<file path="config.mk">
export PLATFORM = sky130hd
export DESIGN_NAME = mac_4_acc_flat
export DESIGN_NICKNAME = d
export VERILOG_FILES = /design/src/rtl/mac_4_pkg.sv /design/src/rtl/mac_4_acc_if.sv /design/src/rtl/mac_4_mul_stage.sv /design/src/rtl/mac_4_acc.sv /design/src/flat_wrapper.sv
export SDC_FILE = /design/constraint.sdc
export NUM_CORES = 1
export LEC_CHECK = 0
export ABC_CLOCK_PERIOD_IN_PS = 1900
export CORE_ASPECT_RATIO = 1.1
export CORE_MARGIN = 5
export CORE_UTILIZATION = 40
export DETAILED_ROUTE_END_ITERATION = 10
export SLEW_MARGIN = 20
export SYNTH_ARGS = -nofsm -noshare
export SYNTH_HDL_FRONTEND = slang
export SYNTH_SLANG_ARGS = --single-unit
</file>
<file path="constraint.sdc">
create_clock -name clk -period 1.9 [get_ports clk]
set_input_delay 0.475 -clock clk [delete_from_list [all_inputs] [get_ports clk]]
set_output_delay 0.475 -clock clk [all_outputs]
set_load 0.005 [all_outputs]
</file>
<file path="src/rtl/mac_4_pkg.sv">
// Shared types and defaults for the mac_4 multiply-accumulate stage.
package mac_4_pkg;

    typedef enum logic [1:0] {
        IDLE  = 2'd0,
        ACCUM = 2'd1,
        DRAIN = 2'd2,
        HOLD  = 2'd3
    } state_t;

    localparam int DEFAULT_DATA_WIDTH = 4;
    localparam int DEFAULT_VEC_LEN    = 8;
    localparam int DEFAULT_ACC_WIDTH  = 12;

    // Bits needed to hold values 0 .. value-1 (never less than 1).
    function automatic int clog2(input int value);
        int r;
        r = 0;
        while ((1 << r) < value) r++;
        return (r < 1) ? 1 : r;
    endfunction

endpackage

</file>
<file path="src/rtl/mac_4_acc_if.sv">
// Operand-in / result-out handshake bundle for mac_4_acc.
interface mac_4_acc_if
    import mac_4_pkg::*;
#(
    parameter int DATA_WIDTH = DEFAULT_DATA_WIDTH,
    parameter int ACC_WIDTH  = DEFAULT_ACC_WIDTH
);
    logic                  in_valid;
    logic                  in_ready;
    logic [DATA_WIDTH-1:0] a;
    logic [DATA_WIDTH-1:0] b;
    logic                  out_valid;
    logic                  out_ready;
    logic [ACC_WIDTH-1:0]  acc_out;
    logic                  overflow;

    modport master (
        output in_valid, a, b, out_ready,
        input  in_ready, out_valid, acc_out, overflow
    );

    modport slave (
        input  in_valid, a, b, out_ready,
        output in_ready, out_valid, acc_out, overflow
    );
endinterface

</file>
<file path="src/rtl/mac_4_mul_stage.sv">
// Registered unsigned multiplier: captures a*b on each accepted pair.
module mac_4_mul_stage #(
    parameter int DATA_WIDTH = 4
) (
    input  logic                    clk,
    input  logic                    rst_n,
    input  logic                    clear,
    input  logic                    accept,
    input  logic [DATA_WIDTH-1:0]   a,
    input  logic [DATA_WIDTH-1:0]   b,
    output logic [2*DATA_WIDTH-1:0] prod_p1,
    output logic                    vld_p1
);
    // Product valid: follows the accept pulse, so idle cycles become bubbles.
    always_ff @(posedge clk or negedge rst_n) begin
        if (!rst_n) begin
            vld_p1 <= 1'b0;
        end else begin
            vld_p1 <= accept && !clear;
        end
    end

    // Product data: only meaningful while vld_p1 is set, so no reset needed.
    always_ff @(posedge clk) begin
        if (accept) begin
            prod_p1 <= {{DATA_WIDTH{1'b0}}, a} * {{DATA_WIDTH{1'b0}}, b};
        end
    end
endmodule

</file>
<file path="src/rtl/mac_4_acc.sv">
// Sequential dot-product accumulator: VEC_LEN pairs in, one sum out.
module mac_4_acc
    import mac_4_pkg::*;
#(
    parameter int DATA_WIDTH = DEFAULT_DATA_WIDTH,
    parameter int VEC_LEN    = DEFAULT_VEC_LEN,
    parameter int ACC_WIDTH  = DEFAULT_ACC_WIDTH
) (
    input  logic       clk,
    input  logic       rst_n,
    input  logic       clear,
    mac_4_acc_if.slave bus
);
    localparam int                CNT_W    = clog2(VEC_LEN + 1);
    localparam int                PROD_W   = 2 * DATA_WIDTH;
    localparam logic [CNT_W-1:0]  LAST_IDX = CNT_W'(VEC_LEN - 1);

    state_t                state;
    logic                  in_ready_q;
    logic                  out_valid_q;
    logic                  ovf_p2;
    logic [ACC_WIDTH-1:0]  acc_p2;
    logic [CNT_W-1:0]      cnt_q;
    logic                  accept;
    logic [PROD_W-1:0]     prod_p1;
    logic                  vld_p1;
    logic [ACC_WIDTH:0]    sum_p2;

    // Wrapping add with the carry kept in the top bit.
    function automatic logic [ACC_WIDTH:0] acc_add(input logic [ACC_WIDTH-1:0] acc_v,
                                                   input logic [PROD_W-1:0]    p);
        return {1'b0, acc_v} + {{(ACC_WIDTH + 1 - PROD_W){1'b0}}, p};
    endfunction

    // Stage p0 -> p1: operand capture and multiply
    assign accept = bus.in_valid && in_ready_q && !clear;

    mac_4_mul_stage #(
        .DATA_WIDTH (DATA_WIDTH)
    ) u_mul (
        .clk     (clk),
        .rst_n   (rst_n),
        .clear   (clear),
        .accept  (accept),
        .a       (bus.a),
        .b       (bus.b),
        .prod_p1 (prod_p1),
        .vld_p1  (vld_p1)
    );

    // Stage p1 -> p2: accumulate into the running sum
    assign sum_p2 = acc_add(acc_p2, prod_p1);

    // Control FSM, sample counter, accumulator and sticky overflow.
    always_ff @(posedge clk or negedge rst_n) begin
        if (!rst_n) begin
            state       <= IDLE;
            in_ready_q  <= 1'b0;
            out_valid_q <= 1'b0;
            acc_p2      <= '0;
            ovf_p2      <= 1'b0;
            cnt_q       <= '0;
        end else if (clear) begin
            state       <= ACCUM;
            in_ready_q  <= 1'b1;
            out_valid_q <= 1'b0;
            acc_p2      <= '0;
            ovf_p2      <= 1'b0;
            cnt_q       <= '0;
        end else begin
            if (vld_p1) begin
                acc_p2 <= sum_p2[ACC_WIDTH-1:0];
                if (sum_p2[ACC_WIDTH]) begin
                    ovf_p2 <= 1'b1;
                end
            end
            case (state)
                // in_ready is raised one cycle into ACCUM after leaving IDLE.
                IDLE: begin
                    state <= ACCUM;
                end
                ACCUM: begin
                    in_ready_q <= !(accept && (cnt_q == LAST_IDX));
                    if (accept) begin
                        cnt_q <= cnt_q + CNT_W'(1);
                        if (cnt_q == LAST_IDX) begin
                            state <= DRAIN;
                        end
                    end
                end
                DRAIN: begin
                    state       <= HOLD;
                    out_valid_q <= 1'b1;
                end
                HOLD: begin
                    if (bus.out_ready) begin
                        state       <= ACCUM;
                        in_ready_q  <= 1'b1;
                        out_valid_q <= 1'b0;
                        acc_p2      <= '0;
                        ovf_p2      <= 1'b0;
                        cnt_q       <= '0;
                    end
                end
                default: begin
                    state <= IDLE;
                end
            endcase
        end
    end

    assign bus.in_ready  = in_ready_q;
    assign bus.out_valid = out_valid_q;
    assign bus.acc_out   = acc_p2;
    assign bus.overflow  = ovf_p2;
endmodule

</file>
<file path="src/flat_wrapper.sv">
// flat-port wrapper written by rule: the top's interface ports become plain ports
module mac_4_acc_flat import mac_4_pkg::*;
#(
    parameter int DATA_WIDTH = DEFAULT_DATA_WIDTH,
    parameter int VEC_LEN    = DEFAULT_VEC_LEN,
    parameter int ACC_WIDTH  = DEFAULT_ACC_WIDTH
)
  (clk, rst_n, clear, bus_in_valid, bus_a, bus_b, bus_out_ready, bus_in_ready, bus_out_valid, bus_acc_out, bus_overflow);
  mac_4_acc_if #(.DATA_WIDTH(DATA_WIDTH), .ACC_WIDTH(ACC_WIDTH)) bus_i ();
  input  logic clk;
  input  logic rst_n;
  input  logic clear;
  input wire logic [$bits(bus_i.in_valid)-1:0] bus_in_valid;
  input wire logic [$bits(bus_i.a)-1:0] bus_a;
  input wire logic [$bits(bus_i.b)-1:0] bus_b;
  input wire logic [$bits(bus_i.out_ready)-1:0] bus_out_ready;
  output wire logic [$bits(bus_i.in_ready)-1:0] bus_in_ready;
  output wire logic [$bits(bus_i.out_valid)-1:0] bus_out_valid;
  output wire logic [$bits(bus_i.acc_out)-1:0] bus_acc_out;
  output wire logic [$bits(bus_i.overflow)-1:0] bus_overflow;
  assign bus_i.in_valid = bus_in_valid;
  assign bus_i.a = bus_a;
  assign bus_i.b = bus_b;
  assign bus_i.out_ready = bus_out_ready;
  assign bus_in_ready = bus_i.in_ready;
  assign bus_out_valid = bus_i.out_valid;
  assign bus_acc_out = bus_i.acc_out;
  assign bus_overflow = bus_i.overflow;
  mac_4_acc #(.DATA_WIDTH(DATA_WIDTH), .VEC_LEN(VEC_LEN), .ACC_WIDTH(ACC_WIDTH)) u_core (.clk(clk), .rst_n(rst_n), .clear(clear), .bus(bus_i));
endmodule
</file>
### Yosys cells after proc, flatten, opt, wreduce, memory -nomap -nowiden

Cells that the tools add are included.
W data, S select, Z words.

| storage, ports and cells | value |
|---|---|
| bits in registers | 30 |
| bits of input ports | 13 |
| output and inout bits | 15 |
| logic and storage cells | 55 |

| operators by class | value |
|---|---|
| $add $sub $neg | 2 |
| multiply operators | 1 |
| equality and inequality tests | 7 |
| muxes and demuxes | 24 |
| reduce and logical (&&, ||, !) cells | 13 |

Operator list:

| kind | number |
|---|---|
| $mux W12 | 4 |
| $add A12 B8 Y13 | 1 |
| $mux W4 | 3 |
| $mux W1 | 9 |
| $mul A4 B4 Y8 | 1 |
| $mux W2 | 4 |
| $pmux W2 S4 | 1 |
| $pmux W4 S2 | 1 |
| $ne A3 B2 Y1 const B | 2 |
| $reduce_and A3 Y1 | 2 |
| $reduce_bool A3 Y1 | 2 |
| $add A4 B1 Y4 const B | 1 |
| $eq A2 B2 Y1 const B | 2 |
| $eq A4 B3 Y1 const B | 1 |
| $logic_and A1 B1 Y1 | 4 |
| $pmux W1 S2 | 2 |
| $reduce_and A2 Y1 | 2 |
| $ne A3 B3 Y1 const B | 1 |
| $eq A2 B1 Y1 const B | 1 |
| $logic_not A1 Y1 | 2 |
| $logic_not A2 Y1 | 1 |

### Logic depth before layout (Yosys ltp)

Gate-level depths: netlist (run 1).

| logic depth | value |
|---|---|
| depth after elaboration | 6 |
| mapped depth | 10 |
| depth with buffers taken out | 10 |

### Cells and area by module

Synthesis (run 1) repeated with hierarchy kept, for this count alone.

| unflattened totals | value |
|---|---|
| cells, all modules | 218 |
| area, all modules | 2128.3 sq um |

By module, submodules not included:

| module | instances | cells each | area an instance (sq um) |
|---|---|---|---|
| mac_4_acc | 1 | 157 | 1410.1 |
| mac_4_mul_stage | 1 | 61 | 718.2 |

### Worst setup path after synthesis (run 1)

No wires, ideal clock.

| path | value |
|---|---|
| kind | input-to-reg |
| start point | input port bus_b[3] |
| end point | register u_core.u_mul.prod_p1[7] (data pin) |
| setup time | 0.162 ns |
| data arrival time | 2.669 ns |
| data required time | 1.738 ns |
| path slack | -0.931 ns |
| stages | 9 |
| path buffers | 0 |
| cells stage by stage | nand2_1 > fa_1 > fa_1 > inv_1 > ha_1 > a21o_1 > a21oi_1 > or4b_1 > o2111ai_1 |

| between the ends | value |
|---|---|
| longest elaborated chain between the ends | 1 |

RTL lines:

| item | RTL line | RTL |
|---|---|---|
| from (decl) | flat_wrapper.sv:15 | `input wire logic [$bits(bus_i.b)-1:0] bus_b;` |
| $mul A4 B4 Y8 | mac_4_mul_stage.sv:26 | `prod_p1 <= {{DATA_WIDTH{1'b0}}, a} * {{DATA_WIDTH{1'b0}}, b};` |
| to (signal assigned) | mac_4_mul_stage.sv:26 |  |
| to (decl) | mac_4_mul_stage.sv:11 | `output logic [2*DATA_WIDTH-1:0] prod_p1,` |

No other way between the ends.
A chain may end at the register's enable or synchronous reset.

### Worst setup path after layout (run 1)

| path | value |
|---|---|
| start point | input port bus_b[1] |
| end point | register u_core.u_mul.prod_p1[7] (data pin) |

The elaborated chain is that of the path after synthesis.

==> results of run 1 <==
[area by class of cell]
type | count | area (um2) | area share (%)
Multi-Input combinational cell | 170 | 1478 | 48.09
Sequential cell | 30 | 790.8 | 25.73
Timing Repair Buffer | 65 | 581.8 | 18.93
Tap cell | 75 | 93.84 | 3.054
Clock buffer | 5 | 68.82 | 2.239
Inverter | 13 | 48.80 | 1.588
Clock inverter | 3 | 11.26 | 0.3664
[synthesized netlist by cell type, drive strengths merged, types with 3 or more instances]
cell | instances | share of area, %
nand3 | 9 | 2.0
nand2 | 16 | 2.7
ha | 25 | 14
a21o | 8 | 2.8
xnor2 | 4 | 1.6
and3 | 5 | 1.9
buf | 3 | 1.2
nor4 | 3 | 0.85
o21ai | 15 | 3.6
fa | 5 | 4.5
or3 | 4 | 1.1
edfxtp | 8 | 11
a2111o | 3 | 1.5
and2 | 15 | 4.4
mux2i | 3 | 1.4
a21oi | 15 | 3.6
dfrtp | 22 | 25
nor2 | 9 | 1.5
inv | 12 | 2.0
[registers in the layout (all words and copies together), names as in the netlist]
signal / cells
u_core.bus.acc_out: 12
u_core.bus.out_valid: 1
u_core.state: 2
u_core.bus.in_ready: 1
u_core.cnt_q: 4
u_core.u_mul.vld_p1: 1
u_core.u_mul.prod_p1: 8
u_core.bus.overflow: 1
[through the flow]
| stage | power [uW] | util [%] |
|---|---|---|
| final | 2230 | 57.33 |
| after global routing | 2407 | 57.33 |
| after CTS | 2220 | 56.00 |
| after detailed placement | 1698 | 53.55 |
| after global placement | 1687 | 53.55 |
| after floorplan | 1368 | - |
[metal layers]
layer	global-route usage (%)	up-vias
li1	-	941
met1	16.98	849
met2	27.04	30
met3	3.086	8
met4	5.530	0
met5	0	-
[critical path: stages]
cell	delay, ns
buf_8	0.09
nand2_8	0.05
fa_1	0.48
fa_1	0.51
inv_1	0.05
ha_1	0.26
a21o_1	0.11
a21oi_2	0.06
or4b_4	0.51
o2111ai_2	0.09
[path summary, 6_finish.rpt]
kind | endpoint | cells past startpoint
hold / removal | u_core.cnt_q[1] | 2
setup / recovery | u_core.u_mul.prod_p1[7] | 10
min in group asynchronous | u_core.state[1] | 2
hold reg to reg | u_core.cnt_q[1] | 2
setup reg to reg | u_core.bus.acc_out[6] | 6
max in group asynchronous | u_core.bus.acc_out[1] | 2
[power groups by stage]
stage / logic, uW / registers (uW) / clock network (uW)
finish: 913 / 834 / 483
detailed placement: 851 / 846 / 0
global route: 1020 / 845 / 538
floorplan: 537 / 831 / 0
global placement: 842 / 845 / 0
CTS: 886 / 834 / 500
[logic make-up after synthesis]
logic type,synth area share [%]
adder cells (fa/ha/maj),18.69
AND/OR/NAND/NOR,17.89
multiplexers,1.359
buffers and inverters,3.793
flip-flops,35.79
AO/OA/AOI/OAI,20.50
XOR/XNOR,1.982
[timing repair]
action,CTS,global route
pin swaps,14,11
resized for setup,44,12
endpoints found under the setup margin,10,10
hold endpoints to repair,0,0
buffers inserted,0,1
[cells in the final DEF, fill, tap and decap left out, types with 10 or more instances in the layout]
master / n
clkdlybuf4s50_1: 19
o21ai_0: 10
dfrtp_1: 22
buf_4: 35
inv_1: 11
nand2_1: 13
ha_1: 19
and2_1: 13
a21oi_1: 11
==> metrics.md, run 1 <==
| Metric | Value |
|---|---|
| First-pass GRT wire length | `about 8.2 mm` |
| Hold_sp | `u_core.cnt_q[1]` |
| Worst slack, placed | `-1.455 ns` |
| Routability congestion estimate | `~0.8` |
| Final Critical Period | `around 2.6 ns` |
| Synth cell types | `55` |
| Seq pwr share | `~37%` |
| I/O Buffers | `27` |
| Die X-Extent | `roughly 80 um` |
| Status | `complete, but fails checks` |
| Hold WC Path Type | `reg2reg` |
| Via count | `around 1800` |
| Syn Nets | `261` |
| TNS Setup | `-2.524 ns` |
| Cts-stage hold buffer count | `0` |
| CTS Buf Count | `5` |
| Mapped Cells | `218` |
| Sink Count | `30` |
| Initial antenna violation count | `0` |
| Worst setup margin | `-0.6546 ns` |
| Longest Clk Path Bufs | `2` |
| Nets@finish | `~330` |
| CTS tree | `done` |
| Combinational Power Share | `about 40%` |
| Fill cells | `473` |
| Worst path arrival time | `between 2 and 3 ns` |
| Final hold slack | `0.5318 ns` |
| P_sw | `about 760 uW` |
| Switching fraction of total power | `34.10%` |
| Die H | `87.95 um` |
| Row count | `28` |
| DRT antenna net count | `0` |
| FFs w/ async S/R, synth | `between 70 and 80%` |
| GRT Total Usage | `between 10 and 15%` |
| Startpoint types | `primary input` |
| Max Used Layer | `met4` |
| R2r startpoint | `u_core.bus.acc_out[0]` |
| WL/cell | `between 10 and 15 um` |
| Final Hold Viols | `0` |
| Initial DRC count | `58` |
| Area of the die | `slightly above 7000 um2` |
| Int Pwr | `1470 uW` |
| Detailed-router iteration count before antenna repair | `4` |
| RSZ-0062 raised after global routing | `yes` |
| WL met2 | `2.394 mm` |
| Placed cells | `around 350` |
| Synth Register Bits | `30` |
| DP Area | `2870 um2` |
| Crit-path max FO | `2` |
| Finished Cell Area | `~3100 um2` |
| Routed WL | `between 4 and 5 mm` |
| P&R area growth vs syn | `39.07%` |
| Final setup violating endpoints | `9` |
| Number of global-route vias before repair | `around 1800` |
| Starting Density | `~40%` |
| Synth Area per Inst | `~10 um2` |
| Top_reg_cell synth | `dfrtp_1` |
| Final Max Tran Viols | `0` |
| Power per cell area | `about 730 nW/um2` |
| Worst Max-Slew Pin Slew | `approximately 0.35 ns` |
| Sequential-to-total area share from yosys stat | `approximately 36%` |
| Post-DP HPWL | `about 3.7 mm` |
| Syn. warnings | `0` |
| Non-Filler Instances | `roughly 360` |
| Number of flops mapped to enable cells by yosys | `8` |
| Clock power share | `a little over a fifth` |
| Crit path required time | `2.02 ns` |
| Setup slack, reg-to-reg | `-0.08 ns` |
| Failing checks | `setup timing` |
| Largest net degree at the start of global routing | `23` |
| Layout cells sized above 1 | `between 20 and 30%` |
| Met3 WL | `roughly 150 um` |
| Slew margin rel. | `roughly three quarters` |
| Peak supply drop | `between 0.4 and 0.5 mV` |
| Final Cycle Share | `134.5%` |
| CTS Root Cell | `clkbuf_8` |
| Leak pwr | `between 0.001 and 0.0015 uW` |
| Reg clk slew, reported paths | `approximately 0.06 ns` |
| Cell area after synthesis | `approximately 2200 um2` |
| Clock skew | `~0.0029 ns` |
| Drc violations | `0` |
| Routed vias/inst | `slightly above 5` |
| Antenna fix cells | `0` |
| Worst skew pair latency | `about 0.28 ns` |
| Setup Crit Path Kind | `in2reg` |
| Fmax | `391.4 MHz` |
| H-Tree Depth | `2` |
| Max_cap viols | `0` |
| Crit path launch | `bus_b[1]` |
| Global route overflow | `0` |
| Total core area | `~5400 um2` |
| Number of top-level pins | `28` |
| Crit. End Element | `register` |
| DRT met1 WL | `2.059 mm` |
(Power assumes the default switching activity.)
==> run 2, diff against run 1 <==
--- a/config.mk
+++ b/config.mk
@@ -10,7 +10,7 @@
 export CORE_MARGIN = 5
 export CORE_UTILIZATION = 40
 export DETAILED_ROUTE_END_ITERATION = 10
-export SLEW_MARGIN = 20
 export SYNTH_ARGS = -nofsm -noshare
 export SYNTH_HDL_FRONTEND = slang
 export SYNTH_SLANG_ARGS = --single-unit
+export TNS_END_PERCENT = 50
==> metrics.md, run 2 (synthesized netlist as in run 1, its figures left out) <==
| Metric | Value |
|---|---|
| Status | `complete, but fails checks` |
| P&R area growth vs syn | `35.96%` |
| Number of top-level pins | `28` |
| Number of global-route vias before repair | `~1800` |
| Die X-Extent | `80.87 um` |
| First-pass GRT wire length | `a little over 8 mm` |
| Leak pwr | `0.001374 uW` |
| CTS tree | `done` |
| Final Hold Viols | `0` |
| Startpoint types | `primary input` |
| Worst path arrival time | `about 2.7 ns` |
| Final setup violating endpoints | `9` |
| Drc violations | `0` |
| CTS Buf Count | `5` |
| Longest Clk Path Bufs | `2` |
| Initial antenna violation count | `0` |
| Routability congestion estimate | `0.7801` |
| DRT antenna net count | `0` |
| Most common cell after layout, fill and taps aside | `buf_4` |
| Global route overflow | `0` |
| Worst setup margin | `-0.6410 ns` |
| Peak supply drop | `approximately 0.54 mV` |
| Nets@finish | `roughly 320` |
| Via count | `around 1800` |
| Setup Crit Path Kind | `in2reg` |
| Crit. End Element | `register` |
| I/O Buffers | `27` |
| Routed vias/inst | `between 5 and 6` |
| Starting Density | `41.22%` |
| Final Core Density | `56.05%` |
| Most frequent cells in the layout | `31 x buf_4, 22 x dfrtp_1, 21 x ha_1` |
| Worst slack, placed | `-1.441 ns` |
| Antenna fix cells | `0` |
| Fill cells | `approximately 480` |
| Worst skew pair latency | `around 0.28 ns` |
| Routed WL | `between 4 and 5 mm` |
| Final Power | `2359 uW` |
| Layout cells sized above 1 | `around a quarter` |
| DP Area | `~2800 um2` |
| Total core area | `5360 um2` |
| Slew margin rel. | `about three quarters` |
| Crit path required time | `between 2 and 2.5 ns` |
| Hold WC Path Type | `reg2reg` |
| Post-DP HPWL | `3.701 mm` |
| Largest net degree at the start of global routing | `23` |
| Final Critical Period | `2.541 ns` |
| Clock skew | `0.01011 ns` |
| Row count | `28` |
| Area of the die | `~7100 um2` |
| Reg clk slew, reported paths | `about 0.070 ns` |
| Failing checks | `setup timing` |
| Fmax | `393.6 MHz` |
| Die H | `87.95 um` |
| Sink Count | `30` |
| Max_cap viols | `0` |
| Max FFs per register | `12` |
| CTS Root Cell | `clkbuf_8` |
| Detailed-router iteration count before antenna repair | `4` |
| Power per cell area | `785.1 nW/um2` |
| WL/cell | `between 10 and 15 um` |
| Worst Max-Slew Pin Slew | `0.3688 ns` |
| Cts-stage hold buffer count | `0` |
| Final Cycle Share | `133.7%` |
| Crit-path max FO | `2` |
| Final Max Tran Viols | `0` |
| TNS Setup | `-2.498 ns` |
| RSZ-0062 raised after global routing | `yes` |
| Initial DRC count | `about 60` |
| GRT Total Usage | `14.59%` |
| H-Tree Depth | `2` |
| Finished Cell Area | `3004 um2` |
run 2: changes by cell type in the layout (fill, tap and decap cells not counted), moves of 2 or more:
cell / change
buf_4: -4
clkinv_1: -3
clkbuf_1: +2
ha_1: +2
ha_4: -2
run 2: path summary, 6_finish.rpt:
kind,cells after the start,from,to,slack [ns]
setup / recovery,10,bus_b[1],u_core.u_mul.prod_p1[7],-0.64
min in group asynchronous,2,rst_n,u_core.bus.in_ready,0.55
hold / removal,2,u_core.cnt_q[1],u_core.cnt_q[1],0.52
max in group asynchronous,2,rst_n,u_core.bus.acc_out[0],1.12
hold reg to reg,2,u_core.cnt_q[1],u_core.cnt_q[1],0.52
setup reg to reg,7,u_core.bus.acc_out[0],u_core.bus.overflow,-0.07
run 2: critical path: stages:
cell,delay [ns]
buf_8,0.09
nand2_8,0.05
fa_1,0.48
fa_1,0.51
inv_1,0.05
ha_1,0.27
a21o_1,0.12
a21oi_2,0.06
or4b_1,0.46
o2111ai_1,0.10
run 2: routing by layer:
metal	up-vias	share of wire, %	GRT usage (%)
li1	929	-	-
met1	858	45	18.44
met2	27	51	25.32
met3	8	2.7	2.160
met4	0	1.3	5.069
met5	-	0	0
run 2: layout make-up:
cell class              count  area, um2  share of cell area [%]
clock inverters             1      30.03                  0.9996
multi-input cells         170       1420                   47.27
flip-flops and latches     30      790.8                   26.32
clock buffers               7      76.32                   2.541
repair buffers             60      544.3                   18.12
inverters                  13      48.80                   1.624
well taps                  75      93.84                   3.124
run 2: where the power goes:
| group | switching [uW] | total (uW) | internal [uW] |
|---|---|---|---|
| registers | 81.6 | 836 | 754 |
| logic | 433 | 886 | 453 |
| clock network | 245 | 637 | 392 |
run 2: stage by stage:
step	cells	hold slack, ns
finish	356	0.5188
global placement	348	0.5056
detailed placement	348	0.5063
global route	356	0.5623
floorplan	218	0.1794
CTS	356	0.5212
run 2: repair_timing:
item | CTS | global route
pin swaps | 13 | 8
setup endpoints to repair | 11 | 10
resized for setup | 41 | 6
setup buffers | 0 | 0
==> run 3, diff against run 2 <==
--- a/config.mk
+++ b/config.mk
@@ -6,7 +6,6 @@
 export NUM_CORES = 1
 export LEC_CHECK = 0
 export ABC_CLOCK_PERIOD_IN_PS = 1900
-export CORE_ASPECT_RATIO = 1.1
 export CORE_MARGIN = 5
 export CORE_UTILIZATION = 40
 export DETAILED_ROUTE_END_ITERATION = 10
==> metrics.md, run 3 (synthesized netlist as in run 1, its figures left out) <==
| Metric | Value |
|---|---|
| Status | `complete, but fails checks` |
| Failing checks | `setup timing` |
| Final Hold Viols | `0` |
| Worst skew pair latency | `0.28 ns` |
| Max FFs per register | `12` |
| Slew margin rel. | `between 70 and 80%` |
| Clock skew | `0.007743 ns` |
| Initial antenna violation count | `0` |
| Placed cells | `350` |
| Reg clk slew, reported paths | `~0.07 ns` |
| Worst path arrival time | `between 2 and 3 ns` |
| Die H | `approximately 84 um` |
| Fmax | `roughly 400 MHz` |
| Max_cap viols | `0` |
| P&R area growth vs syn | `37.09%` |
| Drc violations | `0` |
| Routed vias/inst | `approximately 5` |
| Hold_sp | `u_core.cnt_q[1]` |
| Global route overflow | `0` |
| Crit-path max FO | `2` |
| Sequential cell area | `roughly 790 um2` |
| Initial DRC count | `65` |
| Total core area | `about 5400 um2` |
| Critical-path cell list | `buf_8 -> nand2_8 -> fa_1 -> fa_1 -> inv_1 -> ha_1 -> a21o_1 -> a21oi_2 -> or4b_4 -> o2111ai_2` |
| CTS Root Cell | `clkbuf_8` |
| Startpoint types | `primary input` |
| GRT Total Usage | `between 10% and 20%` |
| Hold WC Path Type | `reg2reg` |
| Peak supply drop | `around 0.50 mV` |
| Final setup violating endpoints | `9` |
| Int Pwr | `1474 uW` |
| Crit-path max cell delay | `just over 0.5 ns` |
| Clock power share | `22.1%` |
| Setup slack, reg-to-reg | `-0.06 ns` |
| R2r startpoint | `u_core.bus.acc_out[0]` |
| Fill cells | `485` |
| Reg2reg path depth | `6` |
| Number of global-route vias before repair | `between 1500 and 2000` |
| Most frequent cells in the layout | `39 x buf_4, 22 x dfrtp_1, 21 x ha_1` |
| Row count | `27` |
| Worst setup margin | `-0.6219 ns` |
| Seq pwr share | `37.3%` |
| WL/cell | `about 14 um` |
| Area of the die | `7111 um2` |
| Number of top-level pins | `28` |
| Leak pwr | `between 0.001 and 0.0015 uW` |
| Hold path endpoint | `u_core.cnt_q[1]` |
| First-pass GRT wire length | `around 8.4 mm` |
| Crit path required time | `around 2 ns` |
| Detailed-router iteration count before antenna repair | `4` |
| I/O Buffers | `27` |
| Starting Density | `between 40% and 50%` |
| Worst Max-Slew Pin Slew | `0.3083 ns` |
| Reg2Reg Capture Point | `u_core.bus.acc_out[6]` |
| Most frequent CP cell | `fa_1` |
| P_sw | `768.8 uW` |
| Nets@finish | `approximately 330` |
| RSZ-0062 raised after global routing | `yes` |
| Via count | `approximately 1800` |
| Longest Clk Path Bufs | `2` |
| Final Critical Period | `roughly 2.5 ns` |
| Final Cycle Share | `132.7%` |
| CP max stage cell | `fa_1` |
| Crit. End Element | `register` |
| Final Max Tran Viols | `0` |
| Layout cells sized above 1 | `between 20% and 30%` |
| CTS tree | `done` |
| Post-DP HPWL | `approximately 3.7 mm` |
| Final Power | `2243 uW` |
| Power per cell area | `roughly 740 nW/um2` |
| Final Core Density | `55.69%` |
| H-Tree Depth | `2` |
| Multi-input gate area | `roughly 1400 um2` |
| Die X-Extent | `about 84 um` |
| Non-Filler Instances | `~360` |
| Routability congestion estimate | `between 0.7 and 0.8` |
| Routed WL | `about 4.9 mm` |
| Largest net degree at the start of global routing | `23` |
| CTS Buf Count | `5` |
| Most common cell after layout, fill and taps aside | `buf_4` |
| DRT antenna net count | `0` |
| Switching fraction of total power | `34.28%` |
| Sink Count | `30` |
| Worst slack, placed | `-1.443 ns` |
| Cts-stage hold buffer count | `0` |
| Cells on Worst Hold Path | `2` |
| Setup Crit Path Kind | `in2reg` |
| Antenna fix cells | `0` |
| Combinational Power Share | `between 40% and 50%` |
## run 3: worst max path at each step
| stage | from | endpoint | slack (ns) | cells after the start |
|---|---|---|---|---|
| final | bus_b[1] | u_core.u_mul.prod_p1[7] | -0.62 | 10 |
| after global routing | bus_b[1] | u_core.u_mul.prod_p1[7] | -0.70 | 10 |
| after CTS | bus_b[1] | u_core.u_mul.prod_p1[7] | -0.69 | 10 |
| after detailed placement | bus_a[2] | u_core.u_mul.prod_p1[7] | -1.44 | 10 |
| after global placement | bus_b[1] | u_core.u_mul.prod_p1[7] | -1.42 | 10 |
| after floorplan | bus_b[1] | u_core.u_mul.prod_p1[7] | -0.80 | 9 |
## run 3: area by class of cell
cell class / count / share of cell area (%)
sequential: 30 / 26.10
timing repair buffer: 66 / 18.92
inverter: 13 / 1.611
clock inverter: 2 / 0.2891
clock buffer: 6 / 2.396
tap: 72 / 2.974
multi-input combinational: 170 / 47.71
## run 3: critical path, delay by kind of cell
family | cells | cell delay, ns
compound gates | 3 | 0.25
buf+inv | 2 | 0.13
simple gates | 2 | 0.53
fa+ha+maj | 3 | 1.26
## run 3: power groups by stage
| stage | registers, uW | clock network, uW | logic [uW] |
|---|---|---|---|
| floorplan | 831 | 0 | 537 |
| global placement | 845 | 0 | 844 |
| detailed placement | 846 | 0 | 857 |
| CTS | 836 | 524 | 897 |
| global route | 847 | 550 | 1020 |
| finish | 836 | 496 | 911 |
## run 3: what timing repair did
item                                    CTS  global route
gates cloned                              0             0
setup buffers                             1             2
endpoints found under the setup margin   11            11
pin swaps                                17            13
resized for setup                        40            11
## run 3: per-stage QoR
step / area (um2) / TNS [ns] / hold slack [ns]
detailed placement: 2849 / -7.667 / 0.5096
floorplan: 2238 / -2.732 / 0.1794
CTS: 2979 / -2.634 / 0.5247
global placement: 2849 / -7.487 / 0.4985
global route: 3029 / -3.350 / 0.5702
finish: 3029 / -2.522 / 0.5198
## run 3: layer usage
layer | up-vias | part of all wire [%] | global-route usage (%)
li1 | 940 | - | -
met1 | 859 | 45 | 17.84
met3 | 10 | 3.1 | 3.140
met2 | 31 | 50 | 24.82
met5 | - | 0 | 0
met4 | 0 | 2.2 | 6.725
